[src/rtl/alu_scheduler_if.sv]
// Requester-side port bundle for alu_scheduler: operation request handshake plus
// the per-requester response channel.
interface alu_scheduler_if;
    logic        valid;
    logic        ready;
    logic [6:0]  opcode;
    logic [2:0]  funct3;
    logic [6:0]  funct7;
    logic [31:0] rs1;
    logic [31:0] rs2;
    logic [31:0] imm;
    logic        rsp_valid;
    logic [31:0] rsp_data;
    logic        rsp_illegal;

    modport master (
        output valid, opcode, funct3, funct7, rs1, rs2, imm,
        input  ready, rsp_valid, rsp_data, rsp_illegal
    );

    modport slave (
        input  valid, opcode, funct3, funct7, rs1, rs2, imm,
        output ready, rsp_valid, rsp_data, rsp_illegal
    );
endinterface

[src/rtl/alu_scheduler.sv]
// Two-requester round-robin scheduler for a shared single-cycle-issue ALU: decodes
// RV32I integer ops to a one-hot select, holds operands for SETTLE_CYCLES, returns results.
module alu_scheduler #(
    parameter int SETTLE_CYCLES = 1
) (
    input  logic           clk,
    input  logic           reset,
    alu_scheduler_if.slave req0,
    alu_scheduler_if.slave req1,
    output logic [31:0]    alu_rs1,
    output logic [31:0]    alu_rs2,
    output logic [31:0]    alu_imm,
    output logic [36:0]    alu_instr,
    input  logic [31:0]    alu_result
);
    typedef enum logic [1:0] {IDLE, ISSUE, DONE} state_t;

    state_t            state_reg, state_next;
    logic [3:0]        cnt_reg;
    logic              last_grant_reg;
    logic              owner_reg;
    logic              illegal_reg;
    logic [36:0]       instr_reg;
    logic [31:0]       rs1_reg, rs2_reg, imm_reg;
    logic [1:0][31:0]  data_reg;

    logic              grant;
    logic              accept;
    logic              legal;
    logic              last_issue;
    logic [6:0]        sel_opcode;
    logic [2:0]        sel_funct3;
    logic [6:0]        sel_funct7;
    logic [36:0]       sel_instr;

    // A zero result means the combination is not decodable.
    function automatic logic [36:0] decode(input logic [6:0] opc, input logic [2:0] f3,
                                           input logic [6:0] f7);
        logic [36:0] onehot;
        logic        f7_zero;
        logic        f7_alt;
        onehot  = '0;
        f7_zero = (f7 == 7'b0000000);
        f7_alt  = (f7 == 7'b0100000);
        if (opc == 7'b0110011) begin
            case (f3)
                3'b000: begin onehot[0] = f7_zero; onehot[1] = f7_alt; end
                3'b100: onehot[2] = 1'b1;
                3'b110: onehot[3] = 1'b1;
                3'b111: onehot[4] = 1'b1;
                3'b001: onehot[5] = 1'b1;
                3'b101: begin onehot[6] = f7_zero; onehot[7] = f7_alt; end
                3'b010: onehot[8] = 1'b1;
                3'b011: onehot[9] = 1'b1;
                default: ;
            endcase
        end else if (opc == 7'b0010011) begin
            case (f3)
                3'b000: onehot[10] = 1'b1;
                3'b100: onehot[11] = 1'b1;
                3'b110: onehot[12] = 1'b1;
                3'b111: onehot[13] = 1'b1;
                3'b001: onehot[14] = f7_zero;
                3'b101: begin onehot[15] = f7_zero; onehot[16] = f7_alt; end
                3'b010: onehot[17] = 1'b1;
                3'b011: onehot[18] = 1'b1;
                default: ;
            endcase
        end
        return onehot;
    endfunction

    // On contention the requester that was not served last wins.
    assign grant      = (req0.valid && req1.valid) ? !last_grant_reg : req1.valid;
    assign accept     = (state_reg == IDLE) && (req0.valid || req1.valid);
    assign sel_opcode = grant ? req1.opcode : req0.opcode;
    assign sel_funct3 = grant ? req1.funct3 : req0.funct3;
    assign sel_funct7 = grant ? req1.funct7 : req0.funct7;
    assign sel_instr  = decode(sel_opcode, sel_funct3, sel_funct7);
    assign legal      = |sel_instr;
    assign last_issue = (cnt_reg == 4'(SETTLE_CYCLES - 1));

    always_ff @(posedge clk) begin
        if (reset) state_reg <= IDLE;
        else       state_reg <= state_next;
    end

    always_comb begin
        state_next       = state_reg;
        req0.ready       = 1'b0;
        req1.ready       = 1'b0;
        alu_instr        = '0;
        alu_rs1          = '0;
        alu_rs2          = '0;
        alu_imm          = '0;
        req0.rsp_valid   = 1'b0;
        req1.rsp_valid   = 1'b0;
        req0.rsp_illegal = 1'b0;
        req1.rsp_illegal = 1'b0;
        req0.rsp_data    = data_reg[0];
        req1.rsp_data    = data_reg[1];
        case (state_reg)
            IDLE: begin
                req0.ready = req0.valid && !grant;
                req1.ready = req1.valid && grant;
                if (accept) state_next = legal ? ISSUE : DONE;
            end
            ISSUE: begin
                alu_instr = instr_reg;
                alu_rs1   = rs1_reg;
                alu_rs2   = rs2_reg;
                alu_imm   = imm_reg;
                if (last_issue) state_next = DONE;
            end
            DONE: begin
                req0.rsp_valid   = !owner_reg;
                req1.rsp_valid   = owner_reg;
                req0.rsp_illegal = !owner_reg && illegal_reg;
                req1.rsp_illegal = owner_reg && illegal_reg;
                state_next       = IDLE;
            end
            default: state_next = IDLE;
        endcase
    end

    always_ff @(posedge clk) begin
        if (reset) begin
            cnt_reg        <= '0;
            last_grant_reg <= 1'b1;
            owner_reg      <= 1'b0;
            illegal_reg    <= 1'b0;
            instr_reg      <= '0;
            rs1_reg        <= '0;
            rs2_reg        <= '0;
            imm_reg        <= '0;
        end else if (accept) begin
            cnt_reg        <= '0;
            last_grant_reg <= grant;
            owner_reg      <= grant;
            illegal_reg    <= !legal;
            instr_reg      <= sel_instr;
            rs1_reg        <= grant ? req1.rs1 : req0.rs1;
            rs2_reg        <= grant ? req1.rs2 : req0.rs2;
            imm_reg        <= grant ? req1.imm : req0.imm;
        end else if (state_reg == ISSUE) begin
            cnt_reg <= last_issue ? 4'd0 : cnt_reg + 4'd1;
        end
    end

    // Illegal operations clear the owner's result so DONE presents zero data.
    for (genvar gi = 0; gi < 2; gi++) begin : g_rsp
        always_ff @(posedge clk) begin
            if (reset)
                data_reg[gi] <= '0;
            else if (accept && !legal && (grant == 1'(gi)))
                data_reg[gi] <= '0;
            else if ((state_reg == ISSUE) && last_issue && (owner_reg == 1'(gi)))
                data_reg[gi] <= alu_result;
        end
    end
endmodule

[src/flat_wrapper.sv]
// flat-port wrapper written by rule: the top's interface ports become plain ports
module alu_scheduler_flat 
#(
    parameter int SETTLE_CYCLES = 1
)
  (clk, reset, alu_rs1, alu_rs2, alu_imm, alu_instr, alu_result, req0_valid, req0_opcode, req0_funct3, req0_funct7, req0_rs1, req0_rs2, req0_imm, req0_ready, req0_rsp_valid, req0_rsp_data, req0_rsp_illegal, req1_valid, req1_opcode, req1_funct3, req1_funct7, req1_rs1, req1_rs2, req1_imm, req1_ready, req1_rsp_valid, req1_rsp_data, req1_rsp_illegal);
  alu_scheduler_if req0_i ();
  alu_scheduler_if req1_i ();
  input  logic clk;
  input  logic reset;
  output logic [31:0] alu_rs1;
  output logic [31:0] alu_rs2;
  output logic [31:0] alu_imm;
  output logic [36:0] alu_instr;
  input  logic [31:0] alu_result;
  input wire logic [$bits(req0_i.valid)-1:0] req0_valid;
  input wire logic [$bits(req0_i.opcode)-1:0] req0_opcode;
  input wire logic [$bits(req0_i.funct3)-1:0] req0_funct3;
  input wire logic [$bits(req0_i.funct7)-1:0] req0_funct7;
  input wire logic [$bits(req0_i.rs1)-1:0] req0_rs1;
  input wire logic [$bits(req0_i.rs2)-1:0] req0_rs2;
  input wire logic [$bits(req0_i.imm)-1:0] req0_imm;
  output wire logic [$bits(req0_i.ready)-1:0] req0_ready;
  output wire logic [$bits(req0_i.rsp_valid)-1:0] req0_rsp_valid;
  output wire logic [$bits(req0_i.rsp_data)-1:0] req0_rsp_data;
  output wire logic [$bits(req0_i.rsp_illegal)-1:0] req0_rsp_illegal;
  input wire logic [$bits(req1_i.valid)-1:0] req1_valid;
  input wire logic [$bits(req1_i.opcode)-1:0] req1_opcode;
  input wire logic [$bits(req1_i.funct3)-1:0] req1_funct3;
  input wire logic [$bits(req1_i.funct7)-1:0] req1_funct7;
  input wire logic [$bits(req1_i.rs1)-1:0] req1_rs1;
  input wire logic [$bits(req1_i.rs2)-1:0] req1_rs2;
  input wire logic [$bits(req1_i.imm)-1:0] req1_imm;
  output wire logic [$bits(req1_i.ready)-1:0] req1_ready;
  output wire logic [$bits(req1_i.rsp_valid)-1:0] req1_rsp_valid;
  output wire logic [$bits(req1_i.rsp_data)-1:0] req1_rsp_data;
  output wire logic [$bits(req1_i.rsp_illegal)-1:0] req1_rsp_illegal;
  assign req0_i.valid = req0_valid;
  assign req0_i.opcode = req0_opcode;
  assign req0_i.funct3 = req0_funct3;
  assign req0_i.funct7 = req0_funct7;
  assign req0_i.rs1 = req0_rs1;
  assign req0_i.rs2 = req0_rs2;
  assign req0_i.imm = req0_imm;
  assign req0_ready = req0_i.ready;
  assign req0_rsp_valid = req0_i.rsp_valid;
  assign req0_rsp_data = req0_i.rsp_data;
  assign req0_rsp_illegal = req0_i.rsp_illegal;
  assign req1_i.valid = req1_valid;
  assign req1_i.opcode = req1_opcode;
  assign req1_i.funct3 = req1_funct3;
  assign req1_i.funct7 = req1_funct7;
  assign req1_i.rs1 = req1_rs1;
  assign req1_i.rs2 = req1_rs2;
  assign req1_i.imm = req1_imm;
  assign req1_ready = req1_i.ready;
  assign req1_rsp_valid = req1_i.rsp_valid;
  assign req1_rsp_data = req1_i.rsp_data;
  assign req1_rsp_illegal = req1_i.rsp_illegal;
  alu_scheduler #(.SETTLE_CYCLES(SETTLE_CYCLES)) u_core (.clk(clk), .reset(reset), .req0(req0_i), .req1(req1_i), .alu_rs1(alu_rs1), .alu_rs2(alu_rs2), .alu_imm(alu_imm), .alu_instr(alu_instr), .alu_result(alu_result));
endmodule
[config.mk]
export PLATFORM = sky130hd
export DESIGN_NAME = alu_scheduler_flat
export DESIGN_NICKNAME = d
export VERILOG_FILES = /design/src/rtl/alu_scheduler_if.sv /design/src/rtl/alu_scheduler.sv /design/src/flat_wrapper.sv
export SDC_FILE = /design/constraint.sdc
export NUM_CORES = 1
export LEC_CHECK = 0
export BUFFER_PORTS_ARGS = -buffer_cell sky130_fd_sc_hd__buf_4
export CORE_AREA = 2 2 182 184
export CTS_BUF_LIST = sky130_fd_sc_hd__clkbuf_8
export CTS_CLUSTER_DIAMETER = 30
export DETAILED_ROUTE_END_ITERATION = 8
export DIE_AREA = 0 0 184 186
export GPL_ROUTABILITY_DRIVEN = 0
export SLEW_MARGIN = 5
export SYNTH_ARGS = -nofsm -noshare
export SYNTH_HDL_FRONTEND = slang
export SYNTH_SLANG_ARGS = --single-unit
[constraint.sdc]
create_clock -name clk -period 5.34 [get_ports clk]
set_clock_uncertainty 0.2 [all_clocks]
set_input_delay 1.068 -clock clk [delete_from_list [all_inputs] [get_ports clk]]
set_output_delay 1.068 -clock clk [all_outputs]
set_load 0.01 [all_outputs]
# Yosys cells after proc, flatten, opt, wreduce, memory -nomap -nowiden
# Cells that the tools add are included.
[word_totals]
ff_bits = 188
latch_bits = 0
mem_bits_rw = 0
romBits = 0
out_inout_bits = 203
elab_cells = 89
n_memories = 0
[op_classes]
addsub = 1
multipliers = 0
div = 0
n_lt_le_gt_ge = 0
n_eq_ne = 14
n_shift = 0
mux = 35
bitwise = 2
n_reduce_logical = 26
[op_table]
columns = ["op", "count"]
rows = [
  ["32-bit 2-to-1 mux", 6],
  ["19-bit 2-to-1 mux", 1],
  ["19-bit OR reduction", 1],
  ["9-bit 2-to-1 mux", 2],
  ["1-bit 2-to-1 mux", 15],
  ["7-bit by 6-bit == test with 1-bit output (second input constant)", 2],
  ["7-bit 2-to-1 mux", 2],
  ["3-bit == test (second input constant)", 4],
  ["1-bit logical AND", 12],
  ["10-bit 2-to-1 mux", 1],
  ["2-bit 2-to-1 mux", 5],
  ["7-bit by 5-bit == test with 1-bit output (second input constant)", 1],
  ["7-bit zero test", 1],
  ["3-bit by 2-bit == test with 1-bit output (second input constant)", 2],
  ["2-bit OR reduction", 3],
  ["4-bit by 1-bit adder with 4-bit output (second input constant)", 1],
  ["1-bit zero test", 4],
  ["4-bit zero test", 1],
  ["4-bit 2-to-1 mux", 1],
  ["2-bit by 1-bit != test with 1-bit output (second input constant)", 2],
  ["2-bit one-hot mux with 2 select lines", 1],
  ["3-bit by 1-bit == test with 1-bit output (second input constant)", 1],
  ["3-bit zero test", 1],
  ["3-bit 2-to-1 mux", 1],
  ["6 further kinds", 7],
]

# Depth between registers and ports, before layout
[logic_depth]
depth_word = 12
ltp_mapped = 9
mapped_depth_nobuf = 7

# Least setup slack after synthesis
# Ideal clock, no wire load.
[synth_path]
path_kind = "input-to-output"
start = "input req0_valid"
end = "output req1_ready"
arrival_time_ns = 1.943
path_slack_ns = 2.129
stages = 4
path_buffers = 2
path_cell_list = "buf_2 > a21bo_1 > buf_6 > nor3_1"
[synth_between]
elab_chain_len = 4
[synth_rtl]
columns = ["item", "line", "rtl"]
rows = [
  ["start, declared", "flat_wrapper.sv:16", "input wire logic [$bits(req0_i.valid)-1:0] req0_valid;"],
  ["1-bit logical AND", "alu_scheduler.sv:74", "assign grant = (req0.valid && req1.valid) ? !last_grant_reg : req1.valid;"],
  ["1-bit 2-to-1 mux", "alu_scheduler.sv:74", ""],
  ["1-bit logical AND", "alu_scheduler.sv:105", "req1.ready = req1.valid && grant;"],
  ["1-bit 2-to-1 mux", "alu_scheduler.sv:102", "case (state_reg)"],
  ["end, declared", "flat_wrapper.sv:34", "output wire logic [$bits(req1_i.ready)-1:0] req1_ready;"],
]
# Every way passes these cells.

# Worst setup path in the final report
# Ends and elaborated chain as after synthesis.

==> qor.csv <==
stage,metric,value,unit
status,status,"complete, no violations",
detailed_routing,drcViolationCount,0,
synth,synth_top_area_cell,dfxtp_1,
place,place_area,0.0124,mm^2
cts,worstSkewPairLatency,0.49,ns
synth,netlist_area,0.00893,mm^2
detailed_routing,vias_per_cell,4.75,
sta,max_freq,0.289,GHz
synth,syn_inst,1141,
critical_path,cpPeakStageDelay,0.42,ns
detailed_routing,wl,32.8,mm
detailed_routing,vias,9245,
critical_path,critical_path_required,4.07,ns
grt,grt_pass1_vias,8936,
critical_path,crit_path_top_delay_cell,nor3_1,
critical_path,crit_path_end_kind,primary output,
power_and_ir_drop,peakVddDrop,0.128,mV
detailed_routing,drt_iter0_drc,423,
sta,max_slew_margin,33.9,%
layout,fin_area,0.0128,mm^2
synth,yosysSeqAreaShare,42.1,%
grt,grt_pass1_wl,49.8,mm
critical_path,cpMostUsedCell,buf_4,
cts,clk_path_buf_depth,2,
floorplanning,coreArea,0.0322,mm^2
sta,slew_viol_final,0,
flow_run,maxCapViolCount,0,
cts,cts_num_sinks,188,
critical_path,cp.arrival,2.20,ns
cts,hold_buffers,0,
layout,syn2layout_area_growth,43.4,%
power_and_ir_drop,fin_total_pwr,0.00298,W
synth,avgSynthCellArea,7.83,um^2
cts,cts_buffers,17,
floorplanning,core.rowCount,66,
sta,post-route-period-util,64.9,%
sta,final-hold-violation-count,0,
critical_path,crit_chain,buf_4 -> a21bo_4 -> nor3_1 -> buf_4,
detailed_routing,wl_per_cell,16.8,um
critical_path,start_kind,input pin,
floorplanning,die_y,186,um
place,hpwl,23.5,mm
synth,ys.warnings.count,0,
grt,antenna_found_initial,3,
synth,ys_seq_elements,188,
detailed_routing,drt_pass1_iterations,6,
critical_path,reg2reg_setup_slack,2.61,ns
critical_path,critical_path_class,input pin to primary output,
synth,synthTopCellsByArea,"dfxtp_1, nand2_1, a311oi_1",
min_path,min_path_type,register to register,
cts,cts_resized,0,
critical_path,crit_family,simple AND/OR/NAND/NOR gates,
synth,yosysTopAreaCellShare,42.1,%
cts,h-tree-depth,4,
grt,grt_overflow_total,0,
power_and_ir_drop,power_density,233,mW/mm^2
floorplanning,initial_core_util,27.7,%
floorplanning,die_w,184,um
place,io_buffer_count,446,
cts,cts_tree,built,
sta,rsz0062_at_grt,no,
floorplanning,dieArea,0.0342,mm^2
sta,setup_viol,0,
grt,grtUsageTotal,18.6,%
synth,synth_cell_types,55,
synth,ys_async_sr_fraction,0,%
synth,synthFlopType,dfxtp_1,
floorplanning,io_pins,465,
cts,root_buffer,clkbuf_8,
layout,drive_gt1_share,35.3,%
critical_path,cp_num_buf_inv,2,
layout,nets,1786,
grt,grt_max_degree,118,
synth,synth_enable_flop_cells,0,
power_and_ir_drop,leakagePower,5.63,nW
cts,post_cts_buffers,0,
critical_path,crit_fanout,21,
layout,final_util,39.8,%
sta,tightest_slew,0.991,ns
detailed_routing,ant_nets,0,
sta,fin_crit,3.46,ns
cts,clk_pin_slew,0.11,ns
sta,tns,0,ns
worst reg2reg max path: cells and delay by family (launching register included):
| family | cells | cell delay (ns) |
|---|---|---|
| buffers and inverters | 3 | 1.10 |
| DFF | 1 | 0.53 |
| and+or+nand+nor | 4 | 0.69 |
| AOI/OAI and AO/OA | 1 | 0.06 |
stage by stage:
stage                     std cells  setup slack, ns  hold slack [ns]
after detailed placement       1911             1.87            0.237
final                          1945             1.88            0.252
after global routing           1945             1.81            0.278
after global placement         1911             1.92            0.235
after CTS                      1943             1.87            0.253
after floorplan                1158             2.13            0.217
power breakdown:
group          internal (W)  switching [W]  total, W  leakage [nW]
Clock              0.000420       0.000564  0.000984         0.201
Sequential          0.00148      0.0000387   0.00152          1.54
Combinational      0.000224       0.000255  0.000480          3.89
Total               0.00212       0.000858   0.00298          5.63
per-layer routing:
layer	wire, um	track usage, %	vias up
met5	0	0	-
met2	15800	30.6	343
li1	-	-	4587
met4	643	6.62	0
met3	2840	6.26	39
met1	13500	22.7	4276
cell type report:
class,instances,area [um^2]
Antenna cell,2,5.00
Clock buffer,20,275
Clock inverter,12,125
Fill cell,3421,19400
Inverter,7,26.3
Multi-Input combinational cell,848,4640
Sequential cell,188,3760
Tap cell,408,510
Timing Repair Buffer,460,3470
cells in the final DEF (no fill, tap or decap), drive strengths merged, types with 2 or more instances in the layout:
cell,synthesis,final
buf,67,460
nand2,308,308
dfxtp,188,188
and2,119,119
nor2,111,111
a311oi,96,96
a21oi,72,72
nand3,35,35
clkbuf,48,20
conb,1,18
inv,7,14
o21ai,12,12
nor3,7,7
a22o,7,7
nor2b,7,7
nand2b,6,6
a31oi,4,4
nand4,4,4
mux2i,3,3
nor4,3,3
o31ai,3,3
diode,0,2
and3,2,2
nor4b,2,2
or3,2,2
a32o,2,2
xor2,2,2
ha,2,2
clkinvlp,0,2
o41ai,2,2
clkinv,0,2
logic make-up (layout without fill, tap and decap cells):
kind of cell    Yosys count  after routing  synth area share, %
mux                       3              3                0.336
other cells               1             20               0.0420
fa+ha+maj                 2              2                0.280
xor+xnor                  3              3                0.294
flops                   188            188                 42.1
compound gates          208            208                 18.8
simple gates            614            614                 31.1
buf+inv                 122            499                 7.02
worst paths after layout:
check                  startpoint                        to  depth (start not counted)
max                    req0_valid                req1_ready                          4
min          u_core.instr_reg[14]      u_core.instr_reg[14]                          2
max reg2reg   u_core.state_reg[0]  u_core.req1.rsp_data[21]                          8
min reg2reg  u_core.instr_reg[14]      u_core.instr_reg[14]                          2
Yosys cell counts, types with 11 or more instances:
library cell / number
a311oi_1: 96
dfxtp_1: 188
buf_2: 39
a21oi_1: 40
nor2_1: 108
a21oi_2: 32
nand2_1: 308
and2_1: 119
buf_4: 24
clkbuf_1: 48
nand3_1: 35
o21ai_0: 11
Note: power is estimated with default switching activity, not from simulation.
